### config.mk
export PLATFORM = sky130hd
export DESIGN_NAME = counter_mod
export DESIGN_NICKNAME = d
export VERILOG_FILES = /design/src/rtl/counter_mod.sv
export SDC_FILE = /design/constraint.sdc
export NUM_CORES = 1
export LEC_CHECK = 0
export CAP_MARGIN = 5
export CELL_PAD_IN_SITES_DETAIL_PLACEMENT = 0
export CELL_PAD_IN_SITES_GLOBAL_PLACEMENT = 1
export CORE_MARGIN = 10
export CORE_UTILIZATION = 40
export DETAILED_ROUTE_END_ITERATION = 10
export GPL_TIMING_DRIVEN = 0
export HOLD_SLACK_MARGIN = 0.12
export PLACE_DENSITY = 0.76
export SYNTH_ARGS = -nofsm -noshare
export SYNTH_HDL_FRONTEND = slang
export SYNTH_SLANG_ARGS = --single-unit
export TNS_END_PERCENT = 20
### constraint.sdc
create_clock -name clk -period 2.45 [get_ports clk]
set_input_delay 0.49 -clock clk [delete_from_list [all_inputs] [get_ports clk]]
set_output_delay 0.49 -clock clk [all_outputs]
set_load 0.01 [all_outputs]
### src/rtl/counter_mod.sv
// Up/down modulo-(MAX+1) counter with optional saturation, clock-enable prescaler,
// terminal-count pulse and sticky overflow flag.
module counter_mod #(
  parameter int unsigned     WIDTH    = 4,
  parameter longint unsigned MAX      = (64'd1 << WIDTH) - 64'd1,
  parameter bit              SATURATE = 1'b0,
  parameter int unsigned     PRESCALE = 1
) (
  input  logic             clk,
  input  logic             rst,
  input  logic             en,
  input  logic             up,
  input  logic             clr,
  input  logic             load,
  input  logic [WIDTH-1:0] din,
  input  logic             ovf_clr,
  output logic [WIDTH-1:0] cout,
  output logic             tc,
  output logic             ovf
);

  localparam logic [WIDTH:0] MAX_X    = (WIDTH+1)'(MAX);
  localparam logic [WIDTH:0] ONE_X    = (WIDTH+1)'(1);
  localparam logic [8:0]     PRE_LAST = 9'(PRESCALE - 1);

  logic [WIDTH-1:0] r_cnt;
  logic [8:0]       r_pre;
  logic             r_tc;
  logic             r_ovf;

  logic [WIDTH:0] w_cur;
  logic [WIDTH:0] w_din;
  logic [WIDTH:0] w_next;
  logic           w_pre_wrap;
  logic           w_step;
  logic           w_at_bound;
  logic           w_hold;
  logic           w_tc;
  logic           w_ovf_set;

  always_comb begin
    w_cur      = {1'b0, r_cnt};
    w_din      = {1'b0, din};
    w_pre_wrap = (r_pre == PRE_LAST);
    w_step     = en && !clr && !load && w_pre_wrap;
    w_at_bound = up ? (w_cur == MAX_X) : (w_cur == '0);
    w_hold     = SATURATE && w_at_bound;
    if (up) begin
      w_next = w_at_bound ? (SATURATE ? MAX_X : '0) : (w_cur + ONE_X);
    end else begin
      w_next = w_at_bound ? (SATURATE ? '0 : MAX_X) : (w_cur - ONE_X);
    end
    // A held step at the bound leaves the count unchanged, so it must not re-pulse tc
    w_tc      = w_step && !w_hold && (w_next == (up ? MAX_X : '0));
    w_ovf_set = w_step && w_at_bound;
  end

  always_ff @(posedge clk or negedge rst) begin
    if (!rst) begin
      r_cnt <= '0;
      r_pre <= '0;
      r_tc  <= 1'b0;
      r_ovf <= 1'b0;
    end else begin
      if (clr) begin
        r_cnt <= '0;
        r_pre <= '0;
      end else if (load) begin
        r_cnt <= (w_din > MAX_X) ? MAX_X[WIDTH-1:0] : din;
        r_pre <= '0;
      end else if (en) begin
        r_pre <= w_pre_wrap ? '0 : (r_pre + 9'd1);
        if (w_pre_wrap) begin
          r_cnt <= w_next[WIDTH-1:0];
        end
      end
      r_tc <= w_tc;
      if (w_ovf_set) begin
        r_ovf <= 1'b1;
      end else if (ovf_clr) begin
        r_ovf <= 1'b0;
      end
    end
  end

  assign cout = r_cnt;
  assign tc   = r_tc;
  assign ovf  = r_ovf;

endmodule

## Word level (Yosys, flattened, before mapping)

Index checks and enable logic that the tools add are counted.
W data, S select, Z words.

- Add/sub/neg operators: 3
- Order comparisons: 1
- Eq/ne operators: 2
- Mux-type cells: 16
- Reductions and logical operators: 13

Operators by type and width:

| kind | number |
|---|---|
| $mux W9 | 4 |
| $mux W4 | 6 |
| $mux W5 | 3 |
| $add A9 B1 Y9 const B | 1 |
| $logic_not A9 Y1 | 1 |
| $reduce_bool A3 Y1 | 2 |
| $add A4 B1 Y5 const B | 1 |
| $eq A5 B4 Y1 | 1 |
| $logic_and A1 B1 Y1 | 5 |
| $sub A4 B1 Y5 const B | 1 |
| $eq A4 B4 Y1 const B | 1 |
| $gt A4 B4 Y1 const B | 1 |
| $logic_not A4 Y1 | 1 |
| $mux W1 | 3 |
| $logic_not A1 Y1 | 2 |
| $reduce_and A2 Y1 | 1 |
| $reduce_bool A2 Y1 | 1 |

- Register bits: 15
- Bits of input ports: 11
- Output and inout port bits: 6
- Logic and storage cells: 39

## Longest topological paths before layout

- Depth in word-level cells: 8
- Mapped depth: 7

## Worst setup path after synthesis

OpenSTA, ideal clock, no wires.

- Kind: register to register
- Start point: reg r_cnt[0] (netlist: cout[0])
- End point: reg r_cnt[2] (netlist: cout[2])
- Library setup time: 104 ps
- Arrival: 1861 ps
- Required time: 2346 ps
- Setup slack: 486 ps
- Stages on the path, launching flop included: 8
- Path buffers: 1
- Clock period less this slack: 1964 ps
- Path through: dfrtp_1 clkbuf_1 inv_1 ha_1 or4b_4 a221oi_2 a211oi_1 o41ai_2

- Cells in the longest elaborated chain, start to end: 8

Ends and longest elaborated chain:

| item | RTL line | RTL |
|---|---|---|
| start, declared | 26 | `logic [WIDTH-1:0] r_cnt;` |
| start signal, assigned | 69 | `r_cnt <= (w_din > MAX_X) ? MAX_X[WIDTH-1:0] : din;` |
| start signal, assigned | 74 | `r_cnt <= w_next[WIDTH-1:0];` |
| parallel branches: the longest is 3 deep, another holds $sub A4 B1 Y5 | - |  |
| $mux W5 * | 48 | `if (up) begin` |
| $mux W4 * | 73 | `if (w_pre_wrap) begin` |
| $mux W4 * | 71 | `end else if (en) begin` |
| $mux W4 * | 68 | `end else if (load) begin` |
| $mux W4 * | 65 | `if (clr) begin` |

Every way passes the cells marked *. The select of a mux whose other input is x is not followed.
A chain may end at the register's enable or synchronous reset.

## Worst setup path in the final report

Same ends and word-level chain as after synthesis.

==> results.txt <==
total global-route track usage = 9.34%
Vias = 882
Non-Filler Instances = 157
Root Buffer = clkbuf_4
skew final = 0.00243 ns
Initial Utilization = 41.9%
Placer Congestion = 0.771
fill count = 245
layout cell share with drive strength beyond 1 = 11.8%
nets = 144
grt ovf = 0
Cells after DPL = 153
final setup TNS = 0 ns
H-tree Lvls = 1
CP Max Fanout = 10
CTS Buf Count = 3
Vias/cell = 5.62
IO Pins = 17
critical path startpoint category = register
EDFF count, synth = 0
commonest non-fill, non-tap cell in the layout = dfrtp_1
outcome = finished clean
synthesis-stage register bit count = 15
Mean Syn Cell Area = 9.52 µm²
synth top area cells = dfrtp_1 36%, ha_1 6.0%, xor2_1 4.2%, nor2_1 3.6%, xnor2_1 3.4%
cells after synthesis = 109
Die ar. = 5030 µm²
Worst Path Required = 2.64 ns
Worst-Margin Slew = 0.726 ns
worst skew pair latency = 0.29 ns
core box area = 2480 µm²
Pins Over Slew Limit = 0
Worst Path Class, Setup = reg -> reg
Worst Path Arrival = 2.28 ns
Synthesized Nets = 125
f_max = 0.479 GHz
DRC violations left = 0
RSZ-0062 raised after global routing = false
CTS tree = done
Max Cap Viol = 0
initial DRC count = 72
Synth top area share = 36.2%
TritonRoute pass-1 iters = 4
pin count of the biggest net entering global routing = 16
Max clock buf depth = 2
sequential share of the synthesized area = 36.2%
final hold vios = 0
Synth Warn # = 0
Power Total = 0.548 mW
Clk pin slew, worst setup/hold paths = 0.09 ns
Fin Hold WS = 0.541 ns
clk sinks = 15
Final setup viols = 0
Placement Rows = 18
Hold-fix buffers, CTS = 0
Yosys top cell by area = dfrtp_1
die height = 70.9 µm
synthesis-to-finish area growth = 19.7%
worst r2r path cells = 7
Post-Route WL = 2290 µm
Port Buffers = 14
mapped cell area = 1040 µm²
initial antenna violation count = 0
Lkg Pwr = 0.494 nW
maximum VDD drop = 0.293 mV
Post-CTS Setup Repair Bufs = 0
vias in the first global route = 893
max_slew headroom = 51.5%
FFs w/ async S/R, synth = 100%
WL per Instance = 14.6 µm
Cells on Worst Hold Path = 2
minimum clock period = 2.09 ns
final period utilization = 85.3%
first-pass GRT wire length = 3930 µm
DP Wirelength = 1790 µm
pwr dens = 441 nW/µm²
min-delay worst type = reg -> reg
DIE WIDTH = 70.9 µm
most frequent cells in the layout = 15 x dfrtp_1, 14 x clkdlybuf4s50_1, 10 x nor2_1, 9 x inv_1, 8 x nand2_1
CP endpoint kind = register
n_diodes = 0
antenna-violating nets left = 0
commonest register cell after synthesis = dfrtp_1
Unique masters post-synth = 44
cts repair resizes = 0
[worst paths after layout]
path	to	startpoint	slack [ns]
max	cout[2]$_DFFE_PN0P_	cout[0]$_DFFE_PN0P_	0.36
min reg2reg	ovf$_DFFE_PN0P_	ovf$_DFFE_PN0P_	0.54
min in group asynchronous	r_pre[0]$_DFFE_PN0P_	rst	0.60
min	ovf$_DFFE_PN0P_	ovf$_DFFE_PN0P_	0.54
max in group asynchronous	cout[1]$_DFFE_PN0P_	rst	1.41
max reg2reg	cout[2]$_DFFE_PN0P_	cout[0]$_DFFE_PN0P_	0.36
[per-layer routing]
| layer | GRT usage [%] | vias to the layer above | part of all wire (%) |
|---|---|---|---|
| met5 | 0 | - | 0 |
| met4 | 6.02 | 0 | 3.0 |
| met3 | 2.93 | 7 | 6.2 |
| met2 | 15.9 | 25 | 49 |
| met1 | 9.66 | 420 | 42 |
| li1 | - | 430 | - |
[sequential cells by signal, indices dropped and copies added (netlist names)]
| register | cells |
|---|---|
| cout | 4 |
| ovf | 1 |
| tc | 1 |
| r_pre | 9 |
[power breakdown]
| part | switching (mW) | internal (mW) |
|---|---|---|
| logic | 0.0688 | 0.0695 |
| clock network | 0.0804 | 0.0634 |
| registers | 0.0106 | 0.255 |
[cell families (layout without fill, tap and decap cells)]
logic type	count (synthesis)	count (layout)	synth area share (%)
flip-flops	15	15	36.2
AND/OR/NAND/NOR	38	38	20.6
buffers and inverters	14	32	6.63
AO/OA/AOI/OAI	25	25	19.9
XOR/XNOR	9	9	7.60
adder cells (fa/ha/maj)	5	5	6.03
multiplexers	3	3	3.02
[through the flow]
stage	instance area [µm²]	setup slack (ns)	util (%)
after floorplan	1040	0.486	-
after global placement	1210	0.177	49.0
after detailed placement	1210	0.177	49.0
after CTS	1240	0.346	50.1
after global routing	1240	0.200	50.1
final	1240	0.360	50.1
[Yosys cell counts, types with 2 or more instances]
library cell,number
nand2_1,8
clkbuf_1,2
ha_1,5
o31ai_1,2
nor2_1,10
nand4_1,3
xor2_1,5
o21ai_0,2
xnor2_1,4
nand3_1,4
buf_6,2
dfrtp_1,15
inv_1,9
a21oi_1,5
mux2i_1,2
nor3_1,3
[cell type report]
class | count | area [µm²] | area share (%)
Buffer | 5 | 35.0 | 2.82
Clock buffer | 4 | 26.3 | 2.12
Inverter | 9 | 33.8 | 2.72
Multi-Input combinational cell | 80 | 593 | 47.8
Sequential cell | 15 | 375 | 30.2
Tap cell | 30 | 37.5 | 3.02
Timing Repair Buffer | 14 | 140 | 11.3
[critical path, cell delays in order (launching register included)]
cell      delay [ns]
dfrtp_1         0.40
clkbuf_1        0.22
inv_1           0.13
ha_1            0.18
or4b_4          0.49
a221oi_2        0.23
a211oi_1        0.09
o41ai_2         0.26
Power figures use the tool's default switching activity.
